$ cat src/rtl/reg_dump_serializer_if.sv
// Bundle of control, register-file read port and serial stream signals for reg_dump_serializer.
// The master side is the serializer itself; the slave side is the register file, the requester and the downstream sink.
interface reg_dump_serializer_if #(
  parameter int SIZE = 32
);
  logic            start;
  logic            abort;
  logic [3:0]      first_reg;
  logic [3:0]      last_reg;
  logic [3:0]      r_sel;
  logic [SIZE-1:0] r_value;
  logic            ser_out;
  logic            ser_valid;
  logic            ser_frame;
  logic            ser_ready;
  logic            busy;
  logic            done;

  modport master (
    input  start, abort, first_reg, last_reg, r_value, ser_ready,
    output r_sel, ser_out, ser_valid, ser_frame, busy, done
  );

  modport slave (
    output start, abort, first_reg, last_reg, r_value, ser_ready,
    input  r_sel, ser_out, ser_valid, ser_frame, busy, done
  );
endinterface

$ cat src/rtl/reg_dump_serializer.sv
// Walks a contiguous (wrapping) register range through one read select and shifts each word out MSB-first.
// Every output comes directly from a flop, so the downstream sees glitch-free stream signals.
module reg_dump_serializer #(
  parameter int SIZE     = 32,
  parameter int NUM_REGS = 16
) (
  input  logic                   clk,
  input  logic                   rst,
  reg_dump_serializer_if.master  bus
);
  localparam int CW = $clog2(SIZE);

  typedef enum logic [1:0] {IDLE, LOAD, SHIFT, DONE} state_t;

  state_t          state;
  logic [3:0]      r_sel;
  logic [3:0]      last_q;
  logic [SIZE-1:0] shift;
  logic [CW-1:0]   cnt;
  logic            ser_out;
  logic            ser_valid;
  logic            ser_frame;
  logic            busy;
  logic            done;

  always_ff @(posedge clk or posedge rst) begin
    if (rst) begin
      state     <= IDLE;
      r_sel     <= '0;
      last_q    <= '0;
      shift     <= '0;
      cnt       <= '0;
      ser_out   <= 1'b0;
      ser_valid <= 1'b0;
      ser_frame <= 1'b0;
      busy      <= 1'b0;
      done      <= 1'b0;
    end else if (state == IDLE) begin
      // abort outranks start, so a simultaneous request is dropped
      if (bus.start && !bus.abort) begin
        last_q <= bus.last_reg;
        r_sel  <= bus.first_reg;
        busy   <= 1'b1;
        state  <= LOAD;
      end
    end else if (bus.abort) begin
      // r_sel deliberately keeps its value so a debugger can see where the dump stopped
      state     <= IDLE;
      ser_out   <= 1'b0;
      ser_valid <= 1'b0;
      ser_frame <= 1'b0;
      busy      <= 1'b0;
      done      <= 1'b0;
    end else begin
      case (state)
        LOAD: begin
          shift     <= bus.r_value;
          cnt       <= CW'(SIZE - 1);
          ser_out   <= bus.r_value[SIZE-1];
          ser_valid <= 1'b1;
          ser_frame <= 1'b1;
          state     <= SHIFT;
        end
        SHIFT: begin
          if (bus.ser_ready) begin
            if (cnt != '0) begin
              shift     <= shift << 1;
              cnt       <= cnt - 1'b1;
              ser_out   <= shift[SIZE-2];
              ser_frame <= 1'b0;
            end else begin
              ser_out   <= 1'b0;
              ser_valid <= 1'b0;
              ser_frame <= 1'b0;
              if (r_sel == last_q) begin
                done  <= 1'b1;
                state <= DONE;
              end else begin
                r_sel <= (r_sel == 4'(NUM_REGS - 1)) ? 4'd0 : r_sel + 4'd1;
                state <= LOAD;
              end
            end
          end
        end
        DONE: begin
          done  <= 1'b0;
          busy  <= 1'b0;
          state <= IDLE;
        end
        default: state <= IDLE;
      endcase
    end
  end

  assign bus.r_sel     = r_sel;
  assign bus.ser_out   = ser_out;
  assign bus.ser_valid = ser_valid;
  assign bus.ser_frame = ser_frame;
  assign bus.busy      = busy;
  assign bus.done      = done;
endmodule
$ cat src/flat_wrapper.sv
// flat-port wrapper written by rule: the top's interface ports become plain ports
module reg_dump_serializer_flat 
#(
  parameter int SIZE     = 32,
  parameter int NUM_REGS = 16
)
  (clk, rst, bus_start, bus_abort, bus_first_reg, bus_last_reg, bus_r_value, bus_ser_ready, bus_r_sel, bus_ser_out, bus_ser_valid, bus_ser_frame, bus_busy, bus_done);
  reg_dump_serializer_if #(.SIZE(SIZE)) bus_i ();
  input  logic clk;
  input  logic rst;
  input wire logic [$bits(bus_i.start)-1:0] bus_start;
  input wire logic [$bits(bus_i.abort)-1:0] bus_abort;
  input wire logic [$bits(bus_i.first_reg)-1:0] bus_first_reg;
  input wire logic [$bits(bus_i.last_reg)-1:0] bus_last_reg;
  input wire logic [$bits(bus_i.r_value)-1:0] bus_r_value;
  input wire logic [$bits(bus_i.ser_ready)-1:0] bus_ser_ready;
  output wire logic [$bits(bus_i.r_sel)-1:0] bus_r_sel;
  output wire logic [$bits(bus_i.ser_out)-1:0] bus_ser_out;
  output wire logic [$bits(bus_i.ser_valid)-1:0] bus_ser_valid;
  output wire logic [$bits(bus_i.ser_frame)-1:0] bus_ser_frame;
  output wire logic [$bits(bus_i.busy)-1:0] bus_busy;
  output wire logic [$bits(bus_i.done)-1:0] bus_done;
  assign bus_i.start = bus_start;
  assign bus_i.abort = bus_abort;
  assign bus_i.first_reg = bus_first_reg;
  assign bus_i.last_reg = bus_last_reg;
  assign bus_i.r_value = bus_r_value;
  assign bus_i.ser_ready = bus_ser_ready;
  assign bus_r_sel = bus_i.r_sel;
  assign bus_ser_out = bus_i.ser_out;
  assign bus_ser_valid = bus_i.ser_valid;
  assign bus_ser_frame = bus_i.ser_frame;
  assign bus_busy = bus_i.busy;
  assign bus_done = bus_i.done;
  reg_dump_serializer #(.SIZE(SIZE), .NUM_REGS(NUM_REGS)) u_core (.clk(clk), .rst(rst), .bus(bus_i));
endmodule
$ cat config.mk
export PLATFORM = sky130hd
export DESIGN_NAME = reg_dump_serializer_flat
export DESIGN_NICKNAME = d
export VERILOG_FILES = /design/src/rtl/reg_dump_serializer_if.sv /design/src/rtl/reg_dump_serializer.sv /design/src/flat_wrapper.sv
export SDC_FILE = /design/constraint.sdc
export NUM_CORES = 1
export LEC_CHECK = 0
export ABC_CLOCK_PERIOD_IN_PS = 3180
export BUFFER_PORTS_ARGS = -buffer_cell sky130_fd_sc_hd__clkbuf_2
export CORE_ASPECT_RATIO = 0.75
export CORE_MARGIN = 4
export CORE_UTILIZATION = 25
export DETAILED_ROUTE_END_ITERATION = 8
export PLACE_DENSITY = 0.49
export SKIP_CTS_REPAIR_TIMING = 1
export SLEW_MARGIN = 10
export SYNTH_ARGS = -nofsm -noshare
export SYNTH_HDL_FRONTEND = slang
export SYNTH_SLANG_ARGS = --single-unit
export TNS_END_PERCENT = 50
$ cat constraint.sdc
create_clock -name clk -period 3.18 [get_ports clk]
set_input_delay 0.318 -clock clk [delete_from_list [all_inputs] [get_ports clk]]
set_output_delay 0.318 -clock clk [all_outputs]
set_load 0.02 [all_outputs]
==> results.json, run 1 <==
{
  "initial_utilization": 0.262,
  "syn-num-nets": 317,
  "muxShareOfSynthArea": 0.145,
  "cp_max_fo": 65,
  "fp.dieH_microns": 98.9,
  "clkTransAtPathRegs_ps": 70,
  "synthTopCellsByArea": "dfrtp_1 46%, mux2i_1 12%, a21oi_1 6.9%",
  "grt_first_pass_wirelength_microns": 10800,
  "die_width_microns": 129,
  "rsz0062_at_grt": "false",
  "post-synth-top-area-cell": "dfrtp_1",
  "syn_to_final_growth_pct": 21.1,
  "total_power_mw": 2.95,
  "crit_family": "buffers and inverters",
  "synth_edf_count": 0,
  "yosys_warnings": 0,
  "p_comb_frac": 0.426,
  "switchingPower_mw": 1.18,
  "p_int_mw": 1.76,
  "clock_latency_ps": 290,
  "arrival_ps": 2380,
  "postRouteAntennaNets": 0,
  "drv_slew": 0,
  "grt_pass1_vias": 2142,
  "drt_iter0_markers": 114,
  "routed_via_density": 4.92,
  "fin_crit_ps": 2200,
  "drt-total-wl_microns": 6630,
  "row_count": 32,
  "synth_top_family_by_area": "compound AO/OA/AOI/OAI gates",
  "status": "finished clean",
  "drive_above_1_share": 0.262,
  "cp-end-kind": "flip-flop",
  "p_seq_frac": 0.394,
  "yosys.area_share.simple": 0.0808,
  "p_leak_nw": 1.36,
  "synth.top_cell.area_share": 0.463,
  "cp_num_buf_inv": 3,
  "drt-pass1-iter-count": 4,
  "layout.nets": 364,
  "final_common_cell": "clkbuf_2",
  "holdWs_ps": 137,
  "route.detailed.drc": 0,
  "syn_inst": 265,
  "slew_headroom": 0.497,
  "clockPowerShare": 0.180,
  "core-area_sq_mm": 0.0105,
  "cts-htree-levels": 2,
  "crit_start": "u_core.state[0]$_DFFE_PP0P_",
  "synth_compound_area_frac": 0.223,
  "max_freq_mhz": 455,
  "cts_buffers": 5,
  "hp-class": "input port to async pin",
  "seq_area_frac_synth": 0.463,
  "fillers": 1071,
  "vdd_drop_max_mv": 0.255,
  "die_area_sq_mm": 0.0128,
  "synth.distinct_cells": 45,
  "cap_violations": 0,
  "worstSetupStartpointType": "flip-flop",
  "final_cell_mix": "53 x clkbuf_2, 51 x dfrtp_1, 38 x a21oi_1",
  "grtUsageTotal": 0.105,
  "place.detailed.hpwl_microns": 4560,
  "cp_cell_sequence": "inv_1 > ha_2 > buf_4 > nor2b_1 > a31o_2 > buf_12 > a31o_1 > a21o_1",
  "num_vias": 2210,
  "async_reset_ff_frac": 1.00,
  "io_pins": 54,
  "grt_max_degree": 70,
  "ctsRootBufferMaster": "clkbuf_16",
  "gr-total-overflow": 0,
  "finalCritPeriodShare": 0.692,
  "max_slew.worst_pin.slew_ps": 754,
  "syn_area_sq_mm": 0.00276,
  "synth-xor-area-share": 0.0159,
  "slowest_delay_ps": 460,
  "switching_share": 0.402,
  "yosys_most_used_dff": "dfrtp_1",
  "cp.required_ps": 3360,
  "fin_setup_tns_ps": 0,
  "setup_viol_count_final": 0,
  "hold_viol": 0,
  "crit_path_top_delay_cell": "dfrtp_1",
  "cts.sink_count": 51,
  "synth-adder-area-share": 0.0318,
  "routabilityCongestion": 0.743,
  "tritoncts": "done",
  "antenna_cells": 0,
  "syn_avg_cell_area_sq_um": 10.4,
  "pwr_density_cell_mw_per_mm2": 883,
  "antenna_found_initial": 0,
  "max-clock-path-buffers": 2,
  "fin_skew_ps": 4.19,
  "portBuffers": 53,
  "path_class": "flip-flop to flip-flop",
  "wl_per_cell_microns": 14.8,
  "r2r-start": "u_core.state[0]$_DFFE_PP0P_",
  "synth_seq_cells": 51
}
[per-layer routing]
layer | vias up | share of wire | track usage | routed length (microns)
met5 | - | 0 | 0 | 0
met4 | 0 | 0.015 | 0.0387 | 102
met3 | 8 | 0.041 | 0.0260 | 270
met2 | 42 | 0.42 | 0.143 | 2770
met1 | 1054 | 0.53 | 0.159 | 3490
li1 | 1106 | - | - | -
[Yosys cell counts (2+ instances only)]
cell type,number
nor3_1,6
dfrtp_1,51
nand3_1,2
nand2_1,6
inv_1,7
clkbuf_1,13
ha_1,7
buf_1,2
nand2b_1,4
a21o_1,2
o211ai_1,3
nand4_1,3
a31oi_1,30
a211o_1,2
xor2_1,5
nor2b_1,3
nor3b_1,3
buf_2,6
mux2i_1,32
nor2_1,4
a21oi_1,38
o21ai_1,4
mux2_2,7
a31o_1,2
o21ai_0,3
[final timing paths]
kind / to / slack (ps) / depth (start not counted)
setup / recovery: u_core.cnt[2]$_DFFE_PP0P_ / 980 / 8
hold / removal: u_core.shift[28]$_DFFE_PP0P_ / 140 / 2
setup reg to reg: u_core.cnt[2]$_DFFE_PP0P_ / 980 / 8
hold reg to reg: u_core.bus.ser_frame$_DFFE_PP0P_ / 490 / 1
max in group asynchronous: u_core.shift[10]$_DFFE_PP0P_ / 2300 / 3
min in group clk: u_core.last_q[0]$_DFFE_PP0P_ / 260 / 2
[stage by stage]
stage          setup WS, ps  instance area, sq um  cells  utilization
2_1_floorplan          1160                  2760    265            -
3_3_place_gp           1030                  3200    441        0.304
3_5_place_dp            980                  3200    441        0.304
4_1_cts                 965                  3340    449        0.317
5_1_grt                 856                  3340    449        0.317
6_report                981                  3340    449        0.317
[worst reg2reg max path, delay by kind of cell, from the launching register on]
| family | cells | cell delay, ps |
|---|---|---|
| and+or+nand+nor | 1 | 110 |
| DFF | 1 | 460 |
| buffers and inverters | 3 | 680 |
| adders and majority gates | 1 | 210 |
| AOI/OAI and AO/OA | 3 | 650 |
[power groups by stage]
stage                     registers (mW)  logic, mW  clock network, mW
after floorplan                     1.17      0.916                  0
after global placement              1.17       1.26                  0
after detailed placement            1.17       1.27                  0
after CTS                           1.16       1.28              0.549
after global routing                1.19       1.43              0.569
final                               1.16       1.26              0.530
[flip-flops by register name, indices dropped and copies added, names as in the netlist]
signal,count
u_core.bus.ser_valid,1
u_core.bus.busy,1
u_core.last_q,4
u_core.shift,31
u_core.state,2
u_core.bus.done,1
u_core.cnt,5
u_core.bus.ser_frame,1
u_core.bus.ser_out,1
u_core.bus.r_sel,4
[cell families after synthesis]
logic type | count (synthesis)
buf+inv | 28
fa+ha+maj | 7
flops | 51
xor+xnor | 5
compound gates | 97
mux | 39
simple gates | 38
[final cells by class]
class | count | area, sq um | share of cell area
inverter | 7 | 26.3 | 0.00787
clock inverter | 1 | 5.00 | 0.00150
clock buffer | 7 | 133 | 0.0397
multi-input combinational | 186 | 1380 | 0.412
sequential | 51 | 1280 | 0.382
timing repair buffer | 61 | 350 | 0.105
tap | 136 | 170 | 0.0510
(Power assumes the default switching activity.)
==> run 2: changes to the inputs <==
--- a/config.mk
+++ b/config.mk
@@ -5,13 +5,13 @@
 export SDC_FILE = /design/constraint.sdc
 export NUM_CORES = 1
 export LEC_CHECK = 0
-export ABC_CLOCK_PERIOD_IN_PS = 3180
+export ABC_CLOCK_PERIOD_IN_PS = 1800
 export BUFFER_PORTS_ARGS = -buffer_cell sky130_fd_sc_hd__clkbuf_2
 export CORE_ASPECT_RATIO = 0.75
 export CORE_MARGIN = 4
 export CORE_UTILIZATION = 25
 export DETAILED_ROUTE_END_ITERATION = 8
-export PLACE_DENSITY = 0.49
+export PLACE_DENSITY = 0.51
 export SKIP_CTS_REPAIR_TIMING = 1
 export SLEW_MARGIN = 10
 export SYNTH_ARGS = -nofsm -noshare
==> constraint.sdc (replaced) <==
create_clock -name clk -period 1.8 [get_ports clk]
set_input_delay 0.18 -clock clk [delete_from_list [all_inputs] [get_ports clk]]
set_output_delay 0.18 -clock clk [all_outputs]
set_load 0.02 [all_outputs]
==> run 2 against run 1 <==
  * The run now ends with negative setup slack left
  * Clock skew increased by 2.8 ps
  * Clock power increased by 110%
  * Combinational power increased by 130%
  * Critical path depth decreased by 2
==> results.json, run 2 (synthesis results as in run 1) <==
{
  "wl_per_cell_microns": 14.6,
  "routabilityCongestion": 0.760,
  "max_freq_mhz": 486,
  "layout.nets": 400,
  "max_slew.worst_pin.slew_ps": 608,
  "antenna_found_initial": 0,
  "multi_input_area_sq_mm": 0.00151,
  "busiest_layer": "met1",
  "cts-htree-levels": 2,
  "grt_first_pass_wirelength_microns": 11700,
  "syn_to_final_growth_pct": 38.6,
  "arrival_ps": 2280,
  "antenna_cells": 0,
  "clock_latency_ps": 290,
  "cp-end-kind": "flip-flop",
  "fin_skew_ps": 7.02,
  "die_width_microns": 129,
  "cts.sink_count": 51,
  "slew_headroom": 0.594,
  "crit_start": "u_core.cnt[0]$_DFFE_PP0P_",
  "drt-pass1-iter-count": 4,
  "core-area_sq_mm": 0.0105,
  "fin_crit_ps": 2060,
  "grt_pass1_vias": 2260,
  "fillers": 1044,
  "worstSetupStartpointType": "flip-flop",
  "drv_slew": 0,
  "gr-total-overflow": 0,
  "drt-total-wl_microns": 7080,
  "stdcell_count": 485,
  "final_common_cell": "clkbuf_2",
  "routed_via_density": 4.80,
  "rsz0062_at_grt": "true",
  "portBuffers": 53,
  "grt_max_degree": 34,
  "hp-start": "bus_last_reg[3]",
  "pwr_density_cell_mw_per_mm2": 1580,
  "drt_iter0_markers": 100,
  "p_leak_nw": 1.58,
  "violations": "negative setup slack",
  "hp-class": "input port to flip-flop",
  "fin_setup_tns_ps": -4550,
  "place.detailed.hpwl_microns": 5060,
  "switching_share": 0.388,
  "setup_viol_count_final": 39,
  "largest_reg_flops": 31,
  "cp_max_fo": 4,
  "final_cell_mix": "53 x clkbuf_2, 51 x dfrtp_1, 36 x buf_4",
  "cts_buffers": 5,
  "ctsRootBufferMaster": "clkbuf_16",
  "met1_usage": 0.178,
  "cap_violations": 0,
  "p_seq_frac": 0.333,
  "postRouteAntennaNets": 0,
  "io_pins": 54,
  "dpl_cell_area_sq_mm": 0.00350,
  "switchingPower_mw": 2.34,
  "max-clock-path-buffers": 2,
  "placedCellCount": 470,
  "num_vias": 2327,
  "cp.required_ps": 2020,
  "row_count": 32,
  "final_cell_area_sq_mm": 0.00382,
  "path_class": "flip-flop to flip-flop",
  "drive_above_1_share": 0.424,
  "grt_use_met2": 0.151,
  "finalCritPeriodShare": 1.14,
  "initial_utilization": 0.262,
  "die_area_sq_mm": 0.0128,
  "use_met3": 0.0298,
  "largestRegisters": "u_core.shift x31, u_core.cnt x5",
  "r2r-start": "u_core.cnt[0]$_DFFE_PP0P_",
  "hold_viol": 0,
  "route.detailed.drc": 0,
  "p_int_mw": 3.68,
  "total_power_mw": 6.02,
  "seq_area_sq_mm": 0.00128,
  "clkTransAtPathRegs_ps": 70,
  "grtUsageTotal": 0.114,
  "status": "finished with violations",
  "place_ws_ps": -253,
  "clockPowerShare": 0.187,
  "fp.dieH_microns": 98.9,
  "p_comb_frac": 0.480,
  "final_critical_path_setup_slack_ps": -257,
  "top_register": "u_core.shift",
  "vdd_drop_max_mv": 0.650,
  "tritoncts": "done"
}
[run 2: metal layers]
| layer | wire length (microns) | share of wire |
|---|---|---|
| met2 | 2840 | 0.40 |
| met1 | 3830 | 0.54 |
| met5 | 0 | 0 |
| met4 | 80 | 0.011 |
| met3 | 327 | 0.046 |
[run 2: final cells by class]
cell class	instances	share of cell area
Inverter	7	0.00688
Clock buffer	6	0.0364
Tap cell	136	0.0446
Sequential cell	51	0.334
Clock inverter	2	0.0102
Multi-Input combinational cell	186	0.395
Timing Repair Buffer	97	0.173
[run 2: worst max-delay path, stage by stage (launching register included)]
cell     delay, ps
dfrtp_1        400
inv_2           80
ha_4           130
or4b_4         480
a211o_1        330
or4b_4         480
o22ai_2         90
[run 2: power by group through the flow]
stage                     clock [mW]  sequential (mW)  combinational (mW)
after CTS                       1.17             2.00                2.76
after detailed placement           0             2.02                2.76
after floorplan                    0             2.10                1.82
final                           1.13             2.00                2.89
after global routing            1.23             2.06                3.18
after global placement             0             2.01                2.70
[run 2: stage by stage]
step	hold slack (ps)	util
after floorplan	313	-
after global placement	273	0.332
after detailed placement	276	0.332
after CTS	-43.3	0.349
after global routing	119	0.363
final	118	0.363
[run 2: path summary, 6_finish.rpt]
kind | cells past startpoint | slack, ps | to
worst max-delay path | 6 | -260 | u_core.state[1]$_DFFE_PP0P_
worst min-delay path | 2 | 120 | u_core.last_q[3]$_DFFE_PP0P_
worst max register to register | 6 | -260 | u_core.state[1]$_DFFE_PP0P_
worst min register to register | 1 | 480 | u_core.bus.ser_frame$_DFFE_PP0P_
max in group asynchronous | 4 | 710 | u_core.shift[25]$_DFFE_PP0P_
min in group asynchronous | 3 | 490 | u_core.bus.ser_frame$_DFFE_PP0P_
